===== config.mk =====
export PLATFORM = sky130hd
export DESIGN_NAME = lfsr_prng
export DESIGN_NICKNAME = d
export VERILOG_FILES = /design/src/rtl/lfsr_prng_pkg.sv /design/src/rtl/lfsr_prng_round.sv /design/src/rtl/lfsr_prng.sv
export SDC_FILE = /design/constraint.sdc
export NUM_CORES = 1
export LEC_CHECK = 0
export ABC_AREA = 1
export CAP_MARGIN = 20
export CORE_MARGIN = 2
export CORE_UTILIZATION = 60
export DETAILED_ROUTE_END_ITERATION = 8
export DONT_BUFFER_PORTS = 1
export HOLD_SLACK_MARGIN = 0.06
export PLACE_DENSITY_LB_ADDON = 0.12
export SYNTH_ARGS = -nofsm -noshare
export SYNTH_HDL_FRONTEND = slang
export SYNTH_HIERARCHICAL = 1
export SYNTH_SLANG_ARGS = --single-unit

===== constraint.sdc =====
create_clock -name clk_i -period 2 [get_ports clk_i]
set_clock_uncertainty 0.2 [all_clocks]
set_input_delay 0.4 -clock clk_i [delete_from_list [all_inputs] [get_ports clk_i]]
set_output_delay 0.4 -clock clk_i [all_outputs]
set_load 0.01 [all_outputs]

===== src/rtl/lfsr_prng_pkg.sv =====
// Shared constants and helpers for lfsr_prng: feedback tap masks, the PRESENT sbox,
// and one sbox/permutation layer each, computed on a 64-bit carrier of width w.
package lfsr_prng_pkg;

  // Bit k-1 is set for each 1-indexed tap k.
  localparam logic [63:0] TAPS_W8  = 64'h0000_0000_0000_00B8;
  localparam logic [63:0] TAPS_W16 = 64'h0000_0000_0000_D008;
  localparam logic [63:0] TAPS_W32 = 64'h0000_0000_8020_0003;
  localparam logic [63:0] TAPS_W64 = 64'hD800_0000_0000_0000;

  // Entry n of the sbox sits in bits [4n+3:4n].
  localparam logic [63:0] SBOX_TABLE = 64'h2174_8FE3_DA09_B65C;

  function automatic logic [63:0] tap_mask(input int w);
    logic [63:0] m;
    case (w)
      8:       m = TAPS_W8;
      16:      m = TAPS_W16;
      32:      m = TAPS_W32;
      default: m = TAPS_W64;
    endcase
    return m;
  endfunction

  function automatic logic [63:0] sbox_layer(input logic [63:0] x, input int w);
    logic [63:0] y;
    y = '0;
    for (int n = 0; n < 16; n++) begin
      if (n < w / 4) y[4*n +: 4] = SBOX_TABLE[{x[4*n +: 4], 2'b00} +: 4];
    end
    return y;
  endfunction

  function automatic logic [63:0] perm_layer(input logic [63:0] x, input int w);
    logic [63:0] y;
    y = '0;
    for (int i = 0; i < 64; i++) begin
      if (i < w - 1) y[(i * w / 4) % (w - 1)] = x[i];
      else if (i == w - 1) y[i] = x[i];
    end
    return y;
  endfunction

endpackage


===== src/rtl/lfsr_prng_round.sv =====
// One combinational cipher round: PRESENT sbox on every nibble, then the bit permutation.
module lfsr_prng_round
  import lfsr_prng_pkg::*;
#(
  parameter int W = 64
) (
  input  logic [W-1:0] i_data,
  output logic [W-1:0] o_data
);

  logic [63:0] w_sbox;

  assign w_sbox = sbox_layer(64'(i_data), W);
  assign o_data = W'(perm_layer(w_sbox, W));

endmodule


===== src/rtl/lfsr_prng.sv =====
// Fibonacci LFSR with an optional chain of sbox/permutation rounds on its output.
// Define LFSR_PRNG_ASSERT_EN to enable parameter checks and a nonzero-state assertion.
module lfsr_prng
  import lfsr_prng_pkg::*;
#(
  parameter int unsigned          LfsrWidth    = 64,
  parameter int unsigned          OutWidth     = 8,
  parameter logic [LfsrWidth-1:0] RstVal       = LfsrWidth'(1),
  parameter int unsigned          CipherLayers = 0,
  parameter int unsigned          CipherReg    = 1
) (
  input  logic                clk_i,
  input  logic                rst_i,
  input  logic                en_i,
  output logic [OutWidth-1:0] out_o
);

  localparam logic [LfsrWidth-1:0] TAPS = LfsrWidth'(tap_mask(LfsrWidth));

  logic [LfsrWidth-1:0] r_state;
  logic                 w_fb;
  logic [LfsrWidth-1:0] w_chain [CipherLayers+1];
  logic [OutWidth-1:0]  w_func;

  assign w_fb = ^(r_state & TAPS);

  always_ff @(posedge clk_i) begin
    if (rst_i) r_state <= RstVal;
    else if (en_i) r_state <= {r_state[LfsrWidth-2:0], w_fb};
  end

  // The cipher always sees the pre-step state.
  assign w_chain[0] = r_state;

  for (genvar g = 0; g < CipherLayers; g++) begin : g_round
    lfsr_prng_round #(
      .W(LfsrWidth)
    ) u_round (
      .i_data(w_chain[g]),
      .o_data(w_chain[g+1])
    );
  end

  assign w_func = OutWidth'(w_chain[CipherLayers]);

  if (CipherReg != 0) begin : g_out_reg
    logic [OutWidth-1:0] r_out;
    // Loads every cycle regardless of en_i, so a frozen state settles after one cycle.
    always_ff @(posedge clk_i) begin
      if (rst_i) r_out <= '0;
      else r_out <= w_func;
    end
    assign out_o = r_out;
  end else begin : g_out_comb
    assign out_o = w_func;
  end

`ifdef LFSR_PRNG_ASSERT_EN
  if (RstVal == '0) begin : g_chk_rstval
    $fatal(1, "lfsr_prng: RstVal must be nonzero");
  end
  if (LfsrWidth != 8 && LfsrWidth != 16 && LfsrWidth != 32 && LfsrWidth != 64) begin : g_chk_width
    $fatal(1, "lfsr_prng: LfsrWidth must be 8, 16, 32 or 64");
  end
  if (OutWidth < 1 || OutWidth > LfsrWidth) begin : g_chk_outw
    $fatal(1, "lfsr_prng: OutWidth must be in 1..LfsrWidth");
  end

  a_state_nonzero: assert property (@(posedge clk_i) disable iff (rst_i) r_state != '0)
    else $error("lfsr_prng: LFSR state reached zero");
`else
  // Checks compiled out; datapath unchanged.
`endif

endmodule


== Word level (Yosys, flattened, before mapping) ==
Index checks and enable logic that the tools add are counted.
Operators by class
  reduce and logical (&&, ||, !) cells: 1
Operator list (number)
  parity 64 bit: 1
Word-level totals
  register bits: 72
  logic and storage cells: 3
  input port bits: 3
  output and inout bits: 8

== Longest topological paths before layout ==
  word-level depth: 1
  gate-level depth with buffers: 6
  mapped depth without buffers: 6

== Worst setup path after synthesis ==
No wires, ideal clock.
  path kind: input to register
  from: input port en_i
  to: register r_state[11]
  path slack: 799 ps
  cell stages on the path: 4
  path buffers: 2
  data arrival time: 885 ps
  path through: buf_4 clkbuf_2 o21ai_0 nor2_1
RTL lines
  start, declared: RTL line lfsr_prng.sv:14  | input logic en_i,
  end signal, assigned: RTL line lfsr_prng.sv:28  | if (rst_i) r_state <= RstVal;
  end signal, assigned: RTL line lfsr_prng.sv:29  | else if (en_i) r_state <= {r_state[LfsrWidth-2:0], w_fb};
  end, declared: RTL line lfsr_prng.sv:20  | logic [LfsrWidth-1:0] r_state;

== Final worst setup path ==
  from: register g_out_reg.r_out[4] (netlist: out_o[4])
  to: output port out_o[4]
RTL lines
  start, declared: RTL line lfsr_prng.sv:47  | logic [OutWidth-1:0] r_out;
  start signal, assigned: RTL line lfsr_prng.sv:51  | else r_out <= w_func;
  end, declared: RTL line lfsr_prng.sv:15  | output logic [OutWidth-1:0] out_o
No word-level cell between the ends.

==> run metrics <==
M1 wire length=between 2000 and 2500 µm; post-synthesis xor/xnor area fraction=0%; Peak supply drop=about 670 µV; Syn Nets=a little over 300; fmax=0.766 GHz; Ys Warns=6; post-synth top area share=58.6%; Post-Route WL=4040 µm; initial antenna violation count=0; library cells used by synthesis=15; # fillers=about 330; Post-Synth Simple-Gate Area=19.0%; top cells by area, synth=dfxtp_1 (59%), nor2_1 (16%), o21ai_0 (11%); Post-Synthesis Cell Area=approximately 2500 µm²; post-layout min period=between 1 and 1.5 ns; Pwr Density=approximately 1000 nW/µm²; outcome=complete, no violations; largest family of logic cells by synthesized area=simple AND/OR/NAND/NOR gates; mean post-synth cell area=around 8.0 µm²; drt wl/cell=11.2 µm; setup TNS=0 ns; number of flops mapped to enable cells by yosys=0; Clock transition at path regs=roughly 0.060 ns; Critical Path AT=roughly 0.70 ns; Worst EP required=~1.4 ns; Final Power=approximately 2.7 mW; largest net degree at the start of global routing=between 60 and 70; asr flop ratio synth=0%; reg2reg path depth=6; Vias=1,780; Initial Util=62.0%; All-Layer GR Usage=between 20 and 25%; antenna viol nets, final=0; Worst Setup Start Kind=flip-flop; I/O Buffers=0; dpl hpwl=around 2100 µm; Die X=a little under 70 µm; row count=23; # resized after CTS=0; Initial DRC Count=between 100 and 150; die area=approximately 4600 µm²; synthesis-stage register bit count=a little over 70; Seq/Total Area, Yosys=58.6%; antenna cell count=0; ys flop type=dfxtp_1; share of post-route cells with drive strength above 1=under 10%; Layout area overhead=6.81%; nets@finish=slightly above 300; CTS tree=built; Setup crit end kind=output pin; CP Class=flip-flop to output pin; total grt overflow=0; max layer used=met4; Hold Path Stages=2; Final Max Slew Viols=0; worst slew pin tran=~0.42 ns; post-synth top area cell=dfxtp_1; WL met3=around 120 µm; P_leak=1.12 nW; Post-Syn Instances=307; area of the core=3970 µm²; detailed-route vias per instance=~5; final count of negative-setup-slack endpoints=0; dpl cells=roughly 340; WP depth=0; Compound-Gate Fraction of Synth Area=15.7%; post-synthesis adder-cell area fraction=0%; max-cap violations=0; RSZ-0062 raised after global routing=no; post-CTS setup buffers=0; First-pass DRT Iterations=4; Post-synth top cells=nor2_1 (108), dfxtp_1 (72), o21ai_0 (54); drt drc=0; CTS Buffer Depth=2; clk root buf=clkbuf_8; Final Hold Viols=0; vias in the first global route=between 1,500 and 2,000; clk_lat worst skew=between 0.3 and 0.4 ns; Final GP Congestion=roughly 0.70; CTS Buf Count=9; routed wl met2=~1800 µm; die height=slightly below 70 µm; first-pass GRT wire length=roughly 6700 µm; final critical-path share of the clock period=roughly 65%; hold crit path type=primary input to flip-flop; Worst Path Max Fanout=1; clock sink total=72; non-filler instance count after layout=approximately 360; Ports=11; mux cell area share after synthesis=0%; most frequent cell after synthesis=nor2_1; Rel. slew slack=72.0%; depth of the CTS H-tree=3
-- kinds of logic after synthesis --
kind of cell / Yosys count
AND/OR/NAND/NOR: 124
flip-flops: 72
AO/OA/AOI/OAI: 77
buffers and inverters: 34
-- stage by stage --
step / hold slack (ns) / setup slack (ns) / util, % / area (µm²)
6_report: 0.0731 / 0.695 / 66.2 / 2630
5_1_grt: 0.0758 / 0.663 / 66.2 / 2630
4_1_cts: 0.0615 / 0.676 / 66.2 / 2630
3_5_place_dp: 0.233 / 0.647 / 61.5 / 2440
3_3_place_gp: 0.238 / 0.667 / 61.5 / 2440
2_1_floorplan: 0.221 / 0.799 / - / 2460
-- report_power, final --
group / leakage [nW] / switching [mW] / total, mW / internal, mW
logic: 0.447 / 0.121 / 0.193 / 0.0722
clock network: 0.0745 / 0.468 / 0.912 / 0.444
registers: 0.595 / 0.0456 / 1.57 / 1.52
total: 1.12 / 0.635 / 2.67 / 2.04
-- path summary, 6_finish.rpt --
path | startpoint | endpoint | slack [ns]
setup / recovery | out_o[4] | out_o[4] | 0.70
hold / removal | en_i | r_state[13] | 0.07
setup reg to reg | r_state[59] | r_state[0] | 0.96
hold reg to reg | r_state[1] | out_o[1] | 0.25
-- final cells by class --
cell class | instances | area [µm²] | share of cell area [%]
Sequential cell | 72 | 1440 | 54.8
Multi-Input combinational cell | 201 | 852 | 32.4
Clock buffer | 14 | 143 | 5.43
Timing Repair Buffer | 7 | 70.1 | 2.67
Tap cell | 50 | 62.6 | 2.38
Inverter | 14 | 55.1 | 2.09
Clock inverter | 1 | 5.00 | 0.190
-- flip-flops by register name (all words and copies together), names as in the netlist --
name	flops
out_o	8
r_state	64
-- metal layers --
layer  up-vias  global-route usage (%)
met4         0                    12.0
met3        10                    8.39
met5         -                       0
met2        20                    28.0
met1       780                    25.7
li1        970                       -
-- cells in the final DEF, fill, tap and decap left out --
cell type,count
a21oi_1,14
buf_12,1
buf_4,4
clkbuf_1,5
clkbuf_8,9
clkinv_2,1
dfxtp_1,72
dlygate4sd3_1,2
inv_1,12
inv_2,1
inv_4,1
nand2_1,15
nand3_1,1
nor2_1,108
o21ai_0,54
o21ai_1,9
-- timing repair --
action,in CTS,in global routing
hold buffers,3,0
endpoints found under the hold margin,69,0
endpoints found under the setup margin,0,0
Note: power is estimated with default switching activity, not from simulation.
